--- src/rtl/hazard_fwd_unit.sv ---
// hazard_fwd_unit: decode-stage interlock and X-stage operand forwarding for a
// five-stage pipeline (F/D/X/M/W). Detects load-use hazards and, optionally,
// HI/LO result hazards behind a multi-cycle MULT/DIV unit. It also registers the
// X-stage operand selects, drives the M-stage store-data bypass and keeps a
// saturating count of stall cycles.
// Build option: define HAZ_MULDIV_INTERLOCK_EN to enable the MULT/DIV interlock.
// Without it, mdu_busy is tied to 0 and x_muldiv_issue/x_is_div are ignored.
module hazard_fwd_unit #(
   parameter int REG_W    = 5,
   parameter int MULT_LAT = 4,
   parameter int DIV_LAT  = 32,
   parameter int CNT_W    = 16
) (
   input  logic             clock,
   input  logic             reset,
   input  logic [REG_W-1:0] d_rs,
   input  logic [REG_W-1:0] d_rt,
   input  logic             d_use_rs,
   input  logic             d_use_rt,
   input  logic             d_is_store,
   input  logic             d_is_hilo_rd,
   input  logic             d_is_muldiv,
   input  logic [REG_W-1:0] dx_rd,
   input  logic [REG_W-1:0] xm_rd,
   input  logic [REG_W-1:0] mw_rd,
   input  logic             dx_rwe,
   input  logic             xm_rwe,
   input  logic             mw_rwe,
   input  logic             dx_is_load,
   input  logic             xm_is_store,
   input  logic [REG_W-1:0] xm_rt,
   input  logic             do_branch,
   input  logic             x_muldiv_issue,
   input  logic             x_is_div,
   output logic             stall,
   output logic             flush_dx,
   output logic [1:0]       fwd_a,
   output logic [1:0]       fwd_b,
   output logic             wm_bypass,
   output logic             mdu_busy,
   output logic [CNT_W-1:0] stall_cnt
);

   localparam int               MDU_W    = 6;
   localparam logic [REG_W-1:0] ZERO_REG = {REG_W{1'b0}};
   localparam logic [CNT_W-1:0] CNT_MAX  = {CNT_W{1'b1}};
   localparam logic [CNT_W-1:0] CNT_ONE  = {{(CNT_W-1){1'b0}}, 1'b1};

   logic       load_use_s;
   logic       mdu_stall_s;
   logic [1:0] fwd_a_nxt_s;
   logic [1:0] fwd_b_nxt_s;

   // Operand select for one source: MX (01) beats WX (10); register 0 is never forwarded.
   function automatic logic [1:0] fwd_sel(
      input logic [REG_W-1:0] src,
      input logic             use_src,
      input logic [REG_W-1:0] dx_dst,
      input logic             dx_we,
      input logic [REG_W-1:0] xm_dst,
      input logic             xm_we
   );
      logic [1:0] sel;
      if (use_src && (src != ZERO_REG) && dx_we && (dx_dst == src)) begin
         sel = 2'b01;
      end else if (use_src && (src != ZERO_REG) && xm_we && (xm_dst == src)) begin
         sel = 2'b10;
      end else begin
         sel = 2'b00;
      end
      return sel;
   endfunction

   // Load-use detection: a load in DX whose result a D source needs next cycle.
   // The rt of a store is exempt because the W->M bypass supplies the store data later.
   always_comb begin
      load_use_s = 1'b0;
      if (dx_rwe && dx_is_load && (dx_rd != ZERO_REG)) begin
         load_use_s = (d_use_rs && (d_rs == dx_rd)) ||
                      (d_use_rt && (d_rt == dx_rd) && !d_is_store);
      end else begin
         load_use_s = 1'b0;
      end
   end

   // A taken branch squashes the D instruction, so it overrides any stall.
   assign stall     = (load_use_s | mdu_stall_s) & ~do_branch;
   assign flush_dx  = do_branch | load_use_s | mdu_stall_s;
   assign wm_bypass = xm_is_store & mw_rwe & (mw_rd == xm_rt) & (mw_rd != ZERO_REG);

   // Next forwarding selects; a bubble entering DX carries no forwarding.
   always_comb begin
      fwd_a_nxt_s = 2'b00;
      fwd_b_nxt_s = 2'b00;
      if (flush_dx) begin
         fwd_a_nxt_s = 2'b00;
         fwd_b_nxt_s = 2'b00;
      end else begin
         fwd_a_nxt_s = fwd_sel(d_rs, d_use_rs, dx_rd, dx_rwe, xm_rd, xm_rwe);
         fwd_b_nxt_s = fwd_sel(d_rt, d_use_rt, dx_rd, dx_rwe, xm_rd, xm_rwe);
      end
   end

   // Register the X-stage operand selects.
   always_ff @(posedge clock or posedge reset) begin
      if (reset) begin
         fwd_a <= 2'b00;
         fwd_b <= 2'b00;
      end else begin
         fwd_a <= fwd_a_nxt_s;
         fwd_b <= fwd_b_nxt_s;
      end
   end

   // Saturating stall-cycle counter; it holds at all-ones instead of wrapping.
   always_ff @(posedge clock or posedge reset) begin
      if (reset) begin
         stall_cnt <= {CNT_W{1'b0}};
      end else if (stall && (stall_cnt != CNT_MAX)) begin
         stall_cnt <= stall_cnt + CNT_ONE;
      end else begin
         stall_cnt <= stall_cnt;
      end
   end

`ifdef HAZ_MULDIV_INTERLOCK_EN
   logic [MDU_W-1:0] mdu_cnt_r;
   logic [MDU_W-1:0] mdu_cnt_nxt_s;

   // MDU down-counter: a new issue reloads it (even while busy); otherwise it counts down to zero.
   always_comb begin
      mdu_cnt_nxt_s = mdu_cnt_r;
      if (x_muldiv_issue) begin
         if (x_is_div) begin
            mdu_cnt_nxt_s = MDU_W'(DIV_LAT);
         end else begin
            mdu_cnt_nxt_s = MDU_W'(MULT_LAT);
         end
      end else if (mdu_cnt_r != {MDU_W{1'b0}}) begin
         mdu_cnt_nxt_s = mdu_cnt_r - {{(MDU_W-1){1'b0}}, 1'b1};
      end else begin
         mdu_cnt_nxt_s = mdu_cnt_r;
      end
   end

   // Register the counter and a busy flag that tracks (counter != 0).
   always_ff @(posedge clock or posedge reset) begin
      if (reset) begin
         mdu_cnt_r <= {MDU_W{1'b0}};
         mdu_busy  <= 1'b0;
      end else begin
         mdu_cnt_r <= mdu_cnt_nxt_s;
         mdu_busy  <= (mdu_cnt_nxt_s != {MDU_W{1'b0}});
      end
   end

   assign mdu_stall_s = mdu_busy & (d_is_hilo_rd | d_is_muldiv);
`else
   logic unused_mdu_s;

   assign mdu_busy     = 1'b0;
   assign mdu_stall_s  = 1'b0;
   assign unused_mdu_s = x_muldiv_issue ^ x_is_div ^ d_is_hilo_rd ^ d_is_muldiv;
`endif

endmodule

--- config.mk ---
export PLATFORM = sky130hd
export DESIGN_NAME = hazard_fwd_unit
export DESIGN_NICKNAME = d
export VERILOG_FILES = /design/src/rtl/hazard_fwd_unit.sv
export SDC_FILE = /design/constraint.sdc
export NUM_CORES = 1
export LEC_CHECK = 0
export BUFFER_PORTS_ARGS = -buffer_cell sky130_fd_sc_hd__buf_2
export CAP_MARGIN = 15
export CORE_MARGIN = 5
export CORE_UTILIZATION = 30
export CTS_CLUSTER_SIZE = 8
export DETAILED_ROUTE_END_ITERATION = 10
export HOLD_SLACK_MARGIN = 0.1
export PLACE_DENSITY = 0.55
export SETUP_SLACK_MARGIN = 0.15
export SYNTH_ARGS = -nofsm -noshare
export SYNTH_HDL_FRONTEND = slang
export SYNTH_SLANG_ARGS = --single-unit
--- constraint.sdc ---
create_clock -name clock -period 1.9 [get_ports clock]
set_clock_uncertainty 0.05 [all_clocks]
set_input_delay 0.285 -clock clock [delete_from_list [all_inputs] [get_ports clock]]
set_output_delay 0.285 -clock clock [all_outputs]
set_load 0.02 [all_outputs]
==> flow_metrics.py <==
metrics = {
    "status": {
        "outcome": "complete, no violations",
    },
    "setup_path": {
        "path_common_cell": "or3_4",
        "critical_path.max_stage_delay_ns": 0.44,
        "worstRegToRegCells": 6,
        "reg2reg_to": "stall_cnt[9]$_DFFE_PP0P_",
        "setup.worst_path.end_class": "flip-flop",
        "cp.buffers_inverters": 0,
        "worst_setup_start_kind": "flip-flop",
        "crit_type": "flip-flop to flip-flop",
        "r2r_setup_slack_ns": 0.05,
        "path_delay_family": "simple AND/OR/NAND/NOR gates",
        "slowest_stage": "or3_4",
        "crit_arrival_ns": 1.99,
        "cp-endpoint": "stall_cnt[9]$_DFFE_PP0P_",
        "regToRegStartpoint": "stall_cnt[2]$_DFFE_PP0P_",
        "crit_path_cell_trace": "nand4_1 > or3_4 > nor2_4 > or3_4 > nor4b_4 > xor2_1",
        "worst_setup_path_startpoint": "stall_cnt[2]$_DFFE_PP0P_",
        "worstPathRequired_ns": 2.04,
        "worst-path-max-fanout": 5,
        "critical_path_cell_count": 6,
    },
    "synthesis": {
        "synth_fp_nets": 184,
        "synth_simple_gate_area_share": 0.290,
        "netlist_instances": 138,
        "post_synth_instance_area_um2": 1390,
        "ys_seq_elements": 20,
        "synth.yosys.seq_area_share": 0.361,
        "synth_ff_type": "dfrtp_1",
        "post_synthesis_adder_cell_area_fraction": 0.00902,
        "synth_enable_flop_cells": 0,
        "synth_top_family_by_area": "simple AND/OR/NAND/NOR gates",
        "synth_compound_area_frac": 0.0577,
        "synth.area.mux_share": 0.0153,
        "async_reset_ff_frac": 1.00,
        "yosysWarnings": 0,
        "synthXorXnorAreaFrac": 0.240,
        "synthDistinctLibCells": 35,
        "postSynthAreaPerCell_um2": 10.1,
    },
    "finish": {
        "fin_cells": 295,
        "finish.utilization": 0.540,
        "post_route_cells_drive_above_1_share": 0.601,
        "layout-area-overhead-vs-synth_pct": 71.8,
        "mostFrequentLayoutCell": "buf_2",
        "design.final.nets": 290,
        "most-common-layout-cells": "buf_2, buf_4, xor2_1",
        "num_antenna_cells": 0,
        "fin_area_um2": 2380,
    },
    "min_path": {
        "hold_depth": 3,
        "class_of_the_most_critical_hold_timing_path": "input port to flip-flop",
    },
    "route": {
        "drt-pass1-iter-count": 4,
        "route.antenna.remaining_nets": 0,
        "avgViaCountPerCell": 4.86,
        "avgRoutedWirePerCell_um": 14.1,
        "route.final.wire_length_mm": 4.15,
        "first_iter_violations": 44,
        "num_vias": 1434,
        "drt_drc_violations_left": 0,
    },
    "sta": {
        "min_period_over_period": 0.972,
        "setup_repair_after_global_routing_missed_its_margin": "true",
        "top_achievable_clock_speed_mhz": 542,
        "hold_violations": 0,
        "final-max-slew-violation-count": 0,
        "setup_viol_count_final": 0,
        "final_period_minus_worst_setup_slack_ns": 1.85,
        "layout_setup_ws_ns": 0.0535,
    },
    "placed_design": {
        "place.detailed.hpwl_mm": 3.11,
        "rd_place_congestion": 0.850,
        "place.detailed.instances": 275,
        "port_buffers": 63,
        "place_area_um2": 1980,
        "dp_slack_ns": -0.162,
    },
    "die": {
        "initial_core_util": 0.314,
        "num_io_pins": 69,
        "die_height_um": 78.0,
        "die_area_um2": 6090,
        "die_w_um": 78.0,
        "fp.coreArea_um2": 4410,
        "core.rowCount": 24,
    },
    "global_route": {
        "grt_antenna_before_repair": 0,
        "track_usage": 0.128,
        "grt-ovfl-total": 0,
        "global_route_wire_length_before_repair_mm": 6.40,
        "grt_pass1_vias": 1435,
        "largest_net_degree_at_the_start_of_global_routing": 21,
    },
    "clock_tree": {
        "cts_made_buffers": 3,
        "cts_sinks": 20,
        "htreeDepth": 1,
        "clock_tree.root_cell": "clkbuf_8",
        "clockBufferDepth": 2,
        "clock_insertion_delay_worst_skew_ns": 0.27,
        "clk_pin_slew_ns": 0.07,
        "tritoncts": "yes",
    },
    "power_and_ir_drop": {
        "post-layout-total-power_mw": 1.02,
        "ir_worst_vdd_mv": 0.224,
        "power_frac_comb": 0.248,
        "power_per_cell_area_nw_per_um2": 427,
        "relative_contribution_of_the_clock_network_to_total_power": 0.326,
        "netSwitchingPower_mw": 0.271,
        "sw_frac_of_total": 0.266,
        "total_leakage_power_nw": 1.23,
        "intPower_mw": 0.748,
        "power_frac_seq": 0.426,
    },
    "job": {
        "drv.max_cap_violation_count": 0,
    },
}
[cell usage after synthesis, drive strengths merged, types with 2 or more instances]
cell type | n | area share
nand4 | 5 | 0.023
xor2 | 26 | 0.16
o21ai | 3 | 0.014
nor3 | 7 | 0.036
nor3b | 2 | 0.011
buf | 2 | 0.014
nor2 | 12 | 0.032
dfrtp | 20 | 0.36
nor4 | 9 | 0.054
nand3 | 4 | 0.014
nand2 | 9 | 0.024
or3 | 2 | 0.013
or2 | 2 | 0.0090
inv | 4 | 0.011
xnor2 | 12 | 0.076
or4 | 3 | 0.016
nor4b | 5 | 0.045
[flip-flops by register name, indices dropped and copies added (netlist names)]
register / flops
fwd_a: 2
fwd_b: 2
stall_cnt: 16
[metrics by stage]
step	hold slack (ns)	TNS (ns)
6_report	0.199	0
4_1_cts	0.203	0
3_5_place_dp	0.277	-0.623
3_3_place_gp	0.271	-0.351
5_1_grt	0.214	-0.0115
2_1_floorplan	0.198	0
[worst min-delay path by stage]
stage / to / from
4_1_cts: fwd_b[1]$_DFF_PP0_ / xm_rwe
2_1_floorplan: fwd_a[0]$_DFF_PP0_ / reset
6_report: fwd_b[1]$_DFF_PP0_ / xm_rwe
5_1_grt: fwd_a[1]$_DFF_PP0_ / xm_rwe
3_5_place_dp: fwd_b[1]$_DFF_PP0_ / reset
3_3_place_gp: stall_cnt[12]$_DFFE_PP0P_ / reset
[power groups by stage]
stage | registers (mW) | clock network, mW | logic (mW)
3_5_place_dp | 0.443 | 0 | 0.208
2_1_floorplan | 0.453 | 0 | 0.0842
4_1_cts | 0.434 | 0.339 | 0.225
5_1_grt | 0.435 | 0.366 | 0.277
6_report | 0.434 | 0.332 | 0.253
3_3_place_gp | 0.443 | 0 | 0.205
[worst reg2reg max path, stage by stage, from the launching register on]
cell and delay (ns):
dfrtp_2 0.43, nand4_1 0.17, or3_4 0.20, nor2_4 0.04
or3_4 0.44, nor4b_4 0.28, xor2_1 0.16
[cell families (layout without fill, tap and decap cells)]
| group | Yosys count | after routing |
|---|---|---|
| adder cells (fa/ha/maj) | 1 | 1 |
| AND/OR/NAND/NOR | 62 | 62 |
| AO/OA/AOI/OAI | 8 | 8 |
| flip-flops | 20 | 20 |
| multiplexers | 2 | 2 |
| other | 1 | 1 |
| XOR/XNOR | 38 | 38 |
| buffers and inverters | 6 | 111 |
[layout make-up]
type | instances | area (um2)
multi-input combinational | 112 | 1040
sequential | 20 | 512
inverter | 4 | 15.0
timing repair buffer | 103 | 698
fill | 409 | 2030
clock buffer | 4 | 55.1
tap | 52 | 65.1
[what timing repair did]
action	4_1_cts	5_1_grt
endpoints found under the hold margin	20	0
hold buffers	1	0
pin swaps	14	14
buffers inserted	5	10
gates cloned	0	0
endpoints found under the setup margin	10	14
gates resized for setup	23	20
[routing by layer]
layer  global-route usage  up-vias  wire length, um
met2                0.221       62             2040
met3               0.0446        9              397
li1                     -      701                -
met5                    0        -                0
met4               0.0355        0              116
met1                0.150      662             1590
(Power assumes the default switching activity.)
